<file path="config.mk">
export PLATFORM = sky130hd
export DESIGN_NAME = path_launch_capture
export DESIGN_NICKNAME = d
export VERILOG_FILES = /design/src/rtl/path_launch_capture_pkg.sv /design/src/rtl/path_launch_capture_sync.sv /design/src/rtl/path_launch_capture.sv
export SDC_FILE = /design/constraint.sdc
export NUM_CORES = 1
export LEC_CHECK = 0
export ABC_AREA = 1
export BUFFER_PORTS_ARGS = -buffer_cell sky130_fd_sc_hd__buf_2
export CORE_MARGIN = 3
export CORE_UTILIZATION = 58
export CTS_CLUSTER_SIZE = 8
export DETAILED_ROUTE_END_ITERATION = 16
export MAX_ROUTING_LAYER = met4
export PLACE_DENSITY_LB_ADDON = 0.08
export SETUP_SLACK_MARGIN = 0.1
export SKIP_LAST_GASP = 1
export SYNTH_ARGS = -nofsm -noshare
export SYNTH_HDL_FRONTEND = slang
export SYNTH_SLANG_ARGS = --single-unit
</file>
<file path="constraint.sdc">
create_clock -name clk -period 3.13 [get_ports clk]
set_input_delay 0.1565 -clock clk [delete_from_list [all_inputs] [get_ports clk]]
set_output_delay 0.1565 -clock clk [all_outputs]
set_load 0.01 [all_outputs]
</file>
<file path="src/rtl/path_launch_capture_pkg.sv">
`default_nettype none
// ============================================================================
//  Module   : path_launch_capture_pkg
//  Purpose  : Shared types and default constants for the delay-path
//             launch/capture controller.
//  Contents : state_t           - controller state encoding
//             c_CNT_W_DEF       - default cycle-counter width
//             c_SYNC_STAGES_DEF - default synchroniser depth
//             c_TIMEOUT_DEF     - default trial timeout in cycles
//             c_TRIAL_W         - width of the trial counter / trials input
//  Revision : 1.0 - initial release
// ============================================================================
package path_launch_capture_pkg;

    localparam int c_CNT_W_DEF       = 16;
    localparam int c_SYNC_STAGES_DEF = 2;
    localparam int c_TIMEOUT_DEF     = 1000;
    localparam int c_TRIAL_W         = 8;

    typedef enum logic [2:0] {
        IDLE   = 3'd0,
        SETTLE = 3'd1,
        LAUNCH = 3'd2,
        WAIT   = 3'd3,
        REC    = 3'd4,
        DONE   = 3'd5
    } state_t;

endpackage : path_launch_capture_pkg
`default_nettype wire

</file>
<file path="src/rtl/path_launch_capture_sync.sv">
`default_nettype none
// ============================================================================
//  Module   : path_sync
//  Purpose  : Multi-flop synchroniser bringing the asynchronous delay-path
//             output into the clk domain. Nothing else samples the raw input.
//  Ports    : clk     - sampling clock
//             rst_n   - asynchronous active-low reset (chain clears to 0)
//             asyncIn - raw asynchronous input
//             syncOut - synchronised output, SYNC_STAGES cycles of latency
//  Revision : 1.0 - initial release
// ============================================================================
module path_sync #(
    parameter int SYNC_STAGES = 2
) (
    input  logic clk,
    input  logic rst_n,
    input  logic asyncIn,
    output logic syncOut
);

    // Attributes keep the chain intact and let placement pack the flops
    // together for maximum metastability resolution time.
    (* ASYNC_REG = "TRUE", keep = "true" *)
    logic [SYNC_STAGES-1:0] r_syncChain;

    always_ff @(posedge clk or negedge rst_n) begin
        if (!rst_n) begin
            r_syncChain <= '0;
        end else begin
            r_syncChain <= {r_syncChain[SYNC_STAGES-2:0], asyncIn};
        end
    end

    assign syncOut = r_syncChain[SYNC_STAGES-1];

endmodule : path_sync
`default_nettype wire

</file>
<file path="src/rtl/path_launch_capture.sv">
`default_nettype none
// ============================================================================
//  Module   : path_launch_capture
//  Purpose  : Launch/capture controller for one inverter-chain delay path.
//             Launches a registered edge into the path, synchronises the
//             path output back, counts cycles until the edge arrives and
//             presents the result over a valid/ready handshake.
//  Ports    : clk, rst_n   - clock, asynchronous active-low reset
//             start        - request a measurement (sampled in IDLE only)
//             trials       - trials per measurement (0 treated as 1)
//             busy         - high whenever not IDLE
//             pathInput    - launch signal to the delay path
//             pathResult   - asynchronous delay-path output
//             resultValid  - result available (held until accepted)
//             resultReady  - consumer accepts the result
//             delayCycles  - cycle count of the last trial
//             timedOut     - some trial of this measurement hit TIMEOUT
//             delaySum     - sum of all trial counts
//  Config   : PATH_ACCUM_EN - when defined, multiple trials and the delaySum
//             accumulator are built; otherwise exactly one trial runs and
//             delaySum reads 0.
//  Revision : 1.0 - initial release
// ============================================================================
module path_launch_capture
    import path_launch_capture_pkg::*;
#(
    parameter int CNT_W       = c_CNT_W_DEF,
    parameter int SYNC_STAGES = c_SYNC_STAGES_DEF,
    parameter int TIMEOUT     = c_TIMEOUT_DEF
) (
    input  logic                     clk,
    input  logic                     rst_n,
    input  logic                     start,
    input  logic [c_TRIAL_W-1:0]     trials,
    output logic                     busy,
    output logic                     pathInput,
    input  logic                     pathResult,
    output logic                     resultValid,
    input  logic                     resultReady,
    output logic [CNT_W-1:0]         delayCycles,
    output logic                     timedOut,
    output logic [CNT_W+c_TRIAL_W-1:0] delaySum
);

    localparam int               c_SETTLE_W = $clog2(SYNC_STAGES + 2);
    localparam logic [CNT_W-1:0] c_TIMEOUT  = CNT_W'(TIMEOUT);

    state_t                r_state;
    state_t                w_nextState;
    logic [c_SETTLE_W-1:0] r_settleCnt;
    logic                  r_baseline;
    logic                  r_pathInput;
    logic [CNT_W-1:0]      r_count;
    logic [CNT_W-1:0]      r_delayCycles;
    logic                  r_timedOut;

    logic                  w_syncOut;
    logic                  w_settleDone;
    logic                  w_mismatch;
    logic                  w_timeoutHit;
    logic                  w_trialDone;
    logic                  w_lastTrial;
    logic                  w_startAccept;
    logic [CNT_W-1:0]      w_trialCount;

    path_sync #(
        .SYNC_STAGES (SYNC_STAGES)
    ) u_pathSync (
        .clk     (clk),
        .rst_n   (rst_n),
        .asyncIn (pathResult),
        .syncOut (w_syncOut)
    );

    // SETTLE spans SYNC_STAGES+1 cycles so the synchroniser fully reflects
    // the path state left over from the previous trial before baselining.
    assign w_settleDone  = (r_settleCnt == c_SETTLE_W'(SYNC_STAGES));
    // Comparing against the captured baseline instead of an expected level
    // makes the measurement independent of path inversion parity.
    assign w_mismatch    = (w_syncOut != r_baseline);
    assign w_timeoutHit  = (r_count == c_TIMEOUT);
    assign w_trialDone   = (r_state == WAIT) && (w_mismatch || w_timeoutHit);
    assign w_trialCount  = w_mismatch ? r_count : c_TIMEOUT;
    assign w_startAccept = (r_state == IDLE) && start;

    // ------------------------------------------------------------------
    // Next-state logic
    // ------------------------------------------------------------------
    always_comb begin
        w_nextState = r_state;
        unique case (r_state)
            IDLE:    if (start)        w_nextState = SETTLE;
            SETTLE:  if (w_settleDone) w_nextState = LAUNCH;
            LAUNCH:                    w_nextState = WAIT;
            WAIT:    if (w_mismatch || w_timeoutHit) w_nextState = REC;
            REC:     w_nextState = w_lastTrial ? DONE : SETTLE;
            DONE:    if (resultReady)  w_nextState = IDLE;
            default:                   w_nextState = IDLE;
        endcase
    end

    // ------------------------------------------------------------------
    // State register and trial datapath
    // ------------------------------------------------------------------
    always_ff @(posedge clk or negedge rst_n) begin
        if (!rst_n) begin
            r_state       <= IDLE;
            r_settleCnt   <= '0;
            r_baseline    <= 1'b0;
            r_pathInput   <= 1'b0;
            r_count       <= '0;
            r_delayCycles <= '0;
            r_timedOut    <= 1'b0;
        end else begin
            r_state     <= w_nextState;
            r_settleCnt <= (r_state == SETTLE) ? r_settleCnt + 1'b1 : '0;

            if (r_state == SETTLE && w_settleDone) begin
                r_baseline <= w_syncOut;
            end

            // Never re-zeroed: successive trials launch alternating edges.
            if (r_state == LAUNCH) begin
                r_pathInput <= ~r_pathInput;
                r_count     <= '0;
            end

            // Count holds at TIMEOUT because it only advances while below it.
            if (r_state == WAIT && !w_mismatch && !w_timeoutHit) begin
                r_count <= r_count + 1'b1;
            end

            if (w_trialDone) begin
                r_delayCycles <= w_trialCount;
            end

            if (w_startAccept) begin
                r_timedOut <= 1'b0;
            end else if (w_trialDone && !w_mismatch) begin
                r_timedOut <= 1'b1;
            end
        end
    end

`ifdef PATH_ACCUM_EN
    logic [c_TRIAL_W-1:0]       r_trialsLeft;
    logic [CNT_W+c_TRIAL_W-1:0] r_delaySum;

    assign w_lastTrial = (r_trialsLeft == c_TRIAL_W'(1));

    always_ff @(posedge clk or negedge rst_n) begin
        if (!rst_n) begin
            r_trialsLeft <= '0;
            r_delaySum   <= '0;
        end else begin
            if (w_startAccept) begin
                r_trialsLeft <= (trials == '0) ? c_TRIAL_W'(1) : trials;
            end else if (r_state == REC && !w_lastTrial) begin
                r_trialsLeft <= r_trialsLeft - 1'b1;
            end

            // 255 trials of at most 2^CNT_W-1 fit in CNT_W+8 bits.
            if (w_startAccept) begin
                r_delaySum <= '0;
            end else if (w_trialDone) begin
                r_delaySum <= r_delaySum + {{c_TRIAL_W{1'b0}}, w_trialCount};
            end
        end
    end

    assign delaySum = r_delaySum;
`else
    // Single-trial build: trials is deliberately not consumed.
    logic w_unusedTrials;
    assign w_unusedTrials = ^trials;
    assign w_lastTrial    = 1'b1;
    assign delaySum       = '0;
`endif

    assign busy        = (r_state != IDLE);
    assign resultValid = (r_state == DONE);
    assign pathInput   = r_pathInput;
    assign delayCycles = r_delayCycles;
    assign timedOut    = r_timedOut;

endmodule : path_launch_capture
`default_nettype wire

</file>
==> results of run 1 <==
worst register-to-register path, stage by stage, from the launching register on:
cell     delay (ps)
dfrtp_1         440
inv_1           100
ha_1            150
nand3_1         100
nor2_1          200
nand2_2         100
nand2_1         520
nand2_1         110
nand2_1          80
nand2_1          50
state kept, by name (all words and copies together), names as in the netlist:
name / flops
delayCycles: 16
r_count: 16
r_state: 3
r_settleCnt: 2
u_pathSync.r_syncChain: 2
pathInput: 1
r_baseline: 1
timedOut: 1
logic make-up after synthesis:
logic type	after synthesis	share of synthesized area
other cells	1	0.00154
simple gates	207	0.369
buf+inv	63	0.144
compound gates	6	0.0128
xor+xnor	7	0.0252
fa+ha+maj	3	0.0154
flops	42	0.432
layout make-up:
| class | count | area (µm²) |
|---|---|---|
| Fill cell | 341 | 1270 |
| Multi-Input combinational cell | 247 | 1120 |
| Sequential cell | 42 | 1050 |
| Timing Repair Buffer | 25 | 130 |
| Inverter | 31 | 116 |
| Clock buffer | 6 | 72.6 |
| Tap cell | 48 | 60.1 |
| Clock inverter | 2 | 37.5 |
synth_stat cells:
cell type,n
a31oi_1,1
nand2_1,115
nor2_4,1
or2_2,2
nand4_1,7
buf_4,27
nor2_2,2
inv_1,25
nor2_1,28
dfrtp_1,42
a21oi_1,3
xor2_1,7
or2_0,1
nand3_1,43
buf_2,4
buf_6,1
nor3_1,2
o21ai_0,2
nand2_2,3
nand2_4,2
conb_1,1
ha_1,3
nand3_2,1
inv_2,6
cell usage in the layout (no fill, tap or decap):
cell and instances:
nand2_4 2, a31oi_1 1, nand4_1 7, xor2_1 7
nor2_4 1, clkinvlp_4 1, inv_2 6, o21ai_0 2
inv_1 25, dlygate4sd3_1 1, dfrtp_1 42, nand3_1 43
conb_1 24, clkbuf_1 1, nand2_2 3, nand2_1 115
ha_1 3, nand3_2 1, clkbuf_8 5, nor2_2 2
a21oi_1 3, or2_0 1, or2_2 2, nor3_1 2
buf_2 24, nor2_1 28, bufinv_16 1
through the flow:
stage	instance area (µm²)	util
global placement	2470	0.640
global route	2590	0.671
CTS	2590	0.671
detailed placement	2470	0.640
finish	2590	0.671
floorplan	2520	-
layer usage:
metal / vias to the layer above / GRT usage / routed length, µm
met1: 889 / 0.292 / 2240
met4: 0 / 0.0438 / 17
li1: 1026 / - / -
met5: - / - / 0
met2: 75 / 0.307 / 2110
met3: 4 / 0.0412 / 364
worst max-delay path by stage:
stage | start | endpoint | slack, ps | depth (start not counted)
2_1_floorplan | r_count[0]$_DFFE_PN0P_ | delayCycles[6]$_DFFE_PN0P_ | 1700 | 10
3_3_place_gp | r_count[0]$_DFFE_PN0P_ | r_state[0]$_DFFE_PN0P_ | 1220 | 9
6_report | r_count[0]$_DFFE_PN0P_ | r_state[0]$_DFFE_PN0P_ | 1170 | 9
3_5_place_dp | r_count[0]$_DFFE_PN0P_ | r_state[0]$_DFFE_PN0P_ | 1180 | 9
4_1_cts | r_count[0]$_DFFE_PN0P_ | r_state[0]$_DFFE_PN0P_ | 1170 | 9
5_1_grt | r_count[0]$_DFFE_PN0P_ | r_state[0]$_DFFE_PN0P_ | 970 | 9
power breakdown:
group	internal (mW)	total, mW	switching [mW]
sequential	0.636	0.710	0.0744
combinational	0.161	0.489	0.328
clock	0.238	0.421	0.183
timing repair:
| action | in CTS | in global routing |
|---|---|---|
| hold buffers | 1 | 0 |
| endpoints found under the setup margin | 0 | 0 |
| hold endpoints to repair | 1 | 0 |
==> summary.txt, run 1 <==
Outcome: finished with violations
Failing checks: negative hold slack
Post-Layout Cell Count: 401
Slowest stage delay, CP: 520 ps
Final setup viols: 0
Layout area overhead: 6.27%
Clk_skew: 5.61 ps
H-tree levels: 2
FF+latch count, synth: 42
CTS root buf: clkbuf_8
Die span in x: 70.8 µm
Final setup margin: 1170 ps
Routed WL: 4730 µm
Hold Crit Class: primary input to async pin
Buf+Inv Stages, Crit Path: 1
GR Overflow Total: 0
Synth area leaders: dfrtp_1, nand2_1, nand3_1, buf_4, nor2_1
RSZ-0062 raised after global routing: no
Reg-to-reg critical path endpoint: r_state[0]$_DFFE_PN0P_
Total Power: 1.62 mW
I/O pins: 57
CTS tree: built
Cell Area, Synth: 2430 µm²
Critical path required time: 3310 ps
Starting density of the core: 0.632
CP arrival: 2140 ps
Clock Latency Late Sink: 290 ps
Leakage Power: 1.47 nW
# DRC: 0
Slew @ Worst Pin: 905 ps
Critical Path Source Type: flip-flop
Depth of the worst register-to-register path: 9
Hold Vio Cnt, Final: 27
Worst reg2reg path startpoint: r_count[0]$_DFFE_PN0P_
Syn avg cell area: 7.40 µm²
Clk slew on worst S/H paths: 80 ps
Share of post-route cells with drive strength above 1: 0.136
Antenna violations before repair: 0
Core Region: 3850 µm²
Max Cap Viol: 0
Via count: 1994
Crit Path Category: flip-flop to flip-flop
Largest net degree at the start of global routing: 43
Final worst path period share: 0.625
Crit-path max FO: 21
CP delay by family, top: simple AND/OR/NAND/NOR gates
I/O Buffers: 24
Final Slew Violations: 0
Initial drt markers: 180
Count of cell types in the netlist: 24
Crit end category: flip-flop
Yosys Warn Count: 0
Gate Count Post-Synth: 329
Crit-path slowest cell: nand2_1
First-pass iteration count of the detailed router: 4
Register-to-register setup slack: 1170 ps
CTS Buf Count: 5
First-pass GRT wire length: 8200 µm
Detailed Place HPWL: 3440 µm
Max Clk Rate: 511 MHz
Post-CTS Resized: 0
Routed wire per std cell: 11.8 µm
Die Y: 70.8 µm
Die area: 5010 µm²
Gr usage total: 0.206
Std cell rows: 22
Setup tns final: 0 ps
Hold_ws: -8.85 ps
Final Critical Period: 1960 ps
PwrDens: 626 nW/µm²
Post-CTS Setup Bufs: 0
Fin nets: 368
Top cell type's share of synthesized area: 0.432
Final GP Congestion: 0.952
Clock buffer depth: 2
Max transition margin: 0.397
Dpl cells: 392
Cell taking the most area after synthesis: dfrtp_1
Via density per instance: 4.97
CP dominant cell by count: nand2_1
Register area share after synthesis: 0.432
# diodes: 0
Vias in the first global route: 1806
Pre-CTS setup slack: 1180 ps
Clk sinks: 42
Worst path cell trace: inv_1 > ha_1 > nand3_1 > nor2_1 > nand2_2 > nand2_1 > nand2_1 > nand2_1 > nand2_1
Antenna viol nets, final: 0
IR Drop Worst-Case VDD: 0.391 mV
Note: power is estimated with default switching activity, not from simulation.
==> inputs of run 2 (changes only) <==
--- a/config.mk
+++ b/config.mk
@@ -8,7 +8,7 @@
 export ABC_AREA = 1
 export BUFFER_PORTS_ARGS = -buffer_cell sky130_fd_sc_hd__buf_2
 export CORE_MARGIN = 3
-export CORE_UTILIZATION = 58
+export CORE_UTILIZATION = 48
 export CTS_CLUSTER_SIZE = 8
 export DETAILED_ROUTE_END_ITERATION = 16
 export MAX_ROUTING_LAYER = met4
==> constraint.sdc (replaced) <==
create_clock -name clk -period 1.8 [get_ports clk]
set_input_delay 0.09 -clock clk [delete_from_list [all_inputs] [get_ports clk]]
set_output_delay 0.09 -clock clk [all_outputs]
set_load 0.01 [all_outputs]
==> run 2 against run 1 <==
  * Cell area grew 6.3%
  * Sequential share of layout area down 2.4 points
  * The run now ends clean
  * Count of clock-buffer cells in the layout is the same
  * Power grew 80%
  * Non-clock buffer count grew 8
  * Critical endpoint unchanged
  * Setup slack worse by 920 ps
  * Register-to-register slack lost 920 ps
  * Sequential power increased by 73%
  * First-iteration DRC count shrank 52%
  * Routed wire length grew 5.9%
==> summary.txt, run 2 (synthesis gave the netlist of run 1 again) <==
Outcome: complete, no violations
I/O pins: 57
Routed WL: 5010 µm
Starting density of the core: 0.505
Clk sinks: 42
Std cell rows: 25
# DRC: 0
Final GP Congestion: 0.874
Crit-path max FO: 11
Met3 Use GR: 0.0387
CP dominant cell by count: nand2_1
Met2 Resource Use GR: 0.268
CTS Buf Count: 5
Die Y: 77.2 µm
Largest net degree at the start of global routing: 23
Via count: 2004
Max Clk Rate: 646 MHz
Final worst path period share: 0.860
GR peak layer: met2
Critical Path Source Type: flip-flop
Cell Area, Placed: 2550 µm²
Fin util: 0.571
Routed wire per std cell: 11.7 µm
Fin nets: 376
First-pass iteration count of the detailed router: 4
PwrDens: 1060 nW/µm²
Vias in the first global route: 1829
Core Region: 4820 µm²
Die area: 5960 µm²
H-tree levels: 2
Clock Latency Late Sink: 300 ps
Final Critical Period: 1550 ps
# diodes: 0
CP delay by family, top: simple AND/OR/NAND/NOR gates
Commonest cells after routing, fill and taps aside: nand2_1, nand3_1, dfrtp_1
I/O Buffers: 24
Share of post-route cells with drive strength above 1: 0.161
Worst path cell trace: inv_1 > ha_1 > nand3_1 > nor2_2 > nand2_2 > nand2_4 > buf_12 > nand2_1 > nand2_1 > nand2_1
Finished Cell Area: 2750 µm²
GR Overflow Total: 0
RSZ-0062 raised after global routing: no
CTS root buf: clkbuf_8
Met1 Resource Use GR: 0.255
CTS tree: built
Die span in x: 77.2 µm
Total Power: 2.92 mW
Dpl cells: 416
Register-to-register setup slack: 250 ps
Antenna violations before repair: 0
Crit end category: flip-flop
Clock buffer depth: 2
Layout area overhead: 12.9%
Gr usage total: 0.186
IR Drop Worst-Case VDD: 0.472 mV
Slowest stage delay, CP: 430 ps
First-pass GRT wire length: 8570 µm
Post-Layout Cell Count: 428
CP arrival: 1740 ps
Antenna viol nets, final: 0
Clk slew on worst S/H paths: 80 ps
Crit Path Category: flip-flop to flip-flop
Clk_skew: 3.91 ps
Critical path required time: 2000 ps
Max Cap Viol: 0
Setup tns final: 0 ps
Initial drt markers: 86
Buf+Inv Stages, Crit Path: 2
Hold Crit Class: primary input to flip-flop
Crit-path slowest cell: dfrtp_1
Via density per instance: 4.68
Final setup viols: 0
Hold Vio Cnt, Final: 0
Leakage Power: 1.53 nW
Detailed Place HPWL: 3540 µm
Most common cell after layout, fill and taps aside: nand2_1
Final Slew Violations: 0
## run 2: changes by cell type in the layout (fill, tap and decap cells not counted), moves of 2 or more
cell and change:
buf_4 +3, nor2_1 -2, buf_12 +3, nor2_2 +2
## run 2: worst paths after layout
check                                               startpoint                             endpoint  cells after the start
max                                     r_count[0]$_DFFE_PN0P_               r_state[0]$_DFFE_PN0P_                     10
min                                                      start                 timedOut$_DFFE_PN0P_                      4
max reg2reg                             r_count[0]$_DFFE_PN0P_               r_state[0]$_DFFE_PN0P_                     10
min reg2reg                u_pathSync.r_syncChain[0]$_DFF_PN0_  u_pathSync.r_syncChain[1]$_DFF_PN0_                      0
max in group asynchronous                                rst_n               r_count[1]$_DFFE_PN0P_                      3
min in group asynchronous                                rst_n               r_baseline$_DFFE_PN0P_                      2
## run 2: layout make-up
cell class,count,area [µm²]
timing repair buffer,33,248
tap,67,83.8
fill,506,2070
clock buffer,6,72.6
inverter,31,116
sequential,42,1050
multi-input combinational,247,1140
clock inverter,2,37.5
## run 2: layer usage
layer / up-vias / wire length (µm)
met1: 909 / 2590
met3: 5 / 216
li1: 1044 / -
met4: 0 / 53
met2: 46 / 2150
met5: - / 0
## run 2: repair_timing
item | in CTS | in global routing
hold endpoints to repair | 21 | 0
hold buffers | 2 | 0
buffers inserted | 0 | 1
setup endpoints to repair | 0 | 35
resized for setup | 0 | 5
## run 2: power breakdown
part / internal [mW] / leakage, nW / total [mW] / switching (mW)
combinational: 0.339 / 0.918 / 0.927 / 0.588
clock: 0.414 / 0.0514 / 0.760 / 0.346
sequential: 1.11 / 0.563 / 1.23 / 0.125
## run 2: worst register-to-register path, cell delays in order (launching register included)
cell and delay, ps:
dfrtp_1 430, inv_1 90, ha_1 140, nand3_1 120, nor2_2 160, nand2_2 110
nand2_4 100, buf_12 130, nand2_1 50, nand2_1 60, nand2_1 50
## run 2: stage by stage
step           setup slack (ps)  hold slack (ps)
3_5_place_dp                189             79.7
2_1_floorplan               365             -206
6_report                    253             75.7
5_1_grt                    89.0             86.6
3_3_place_gp                211             78.1
4_1_cts                     171             71.0
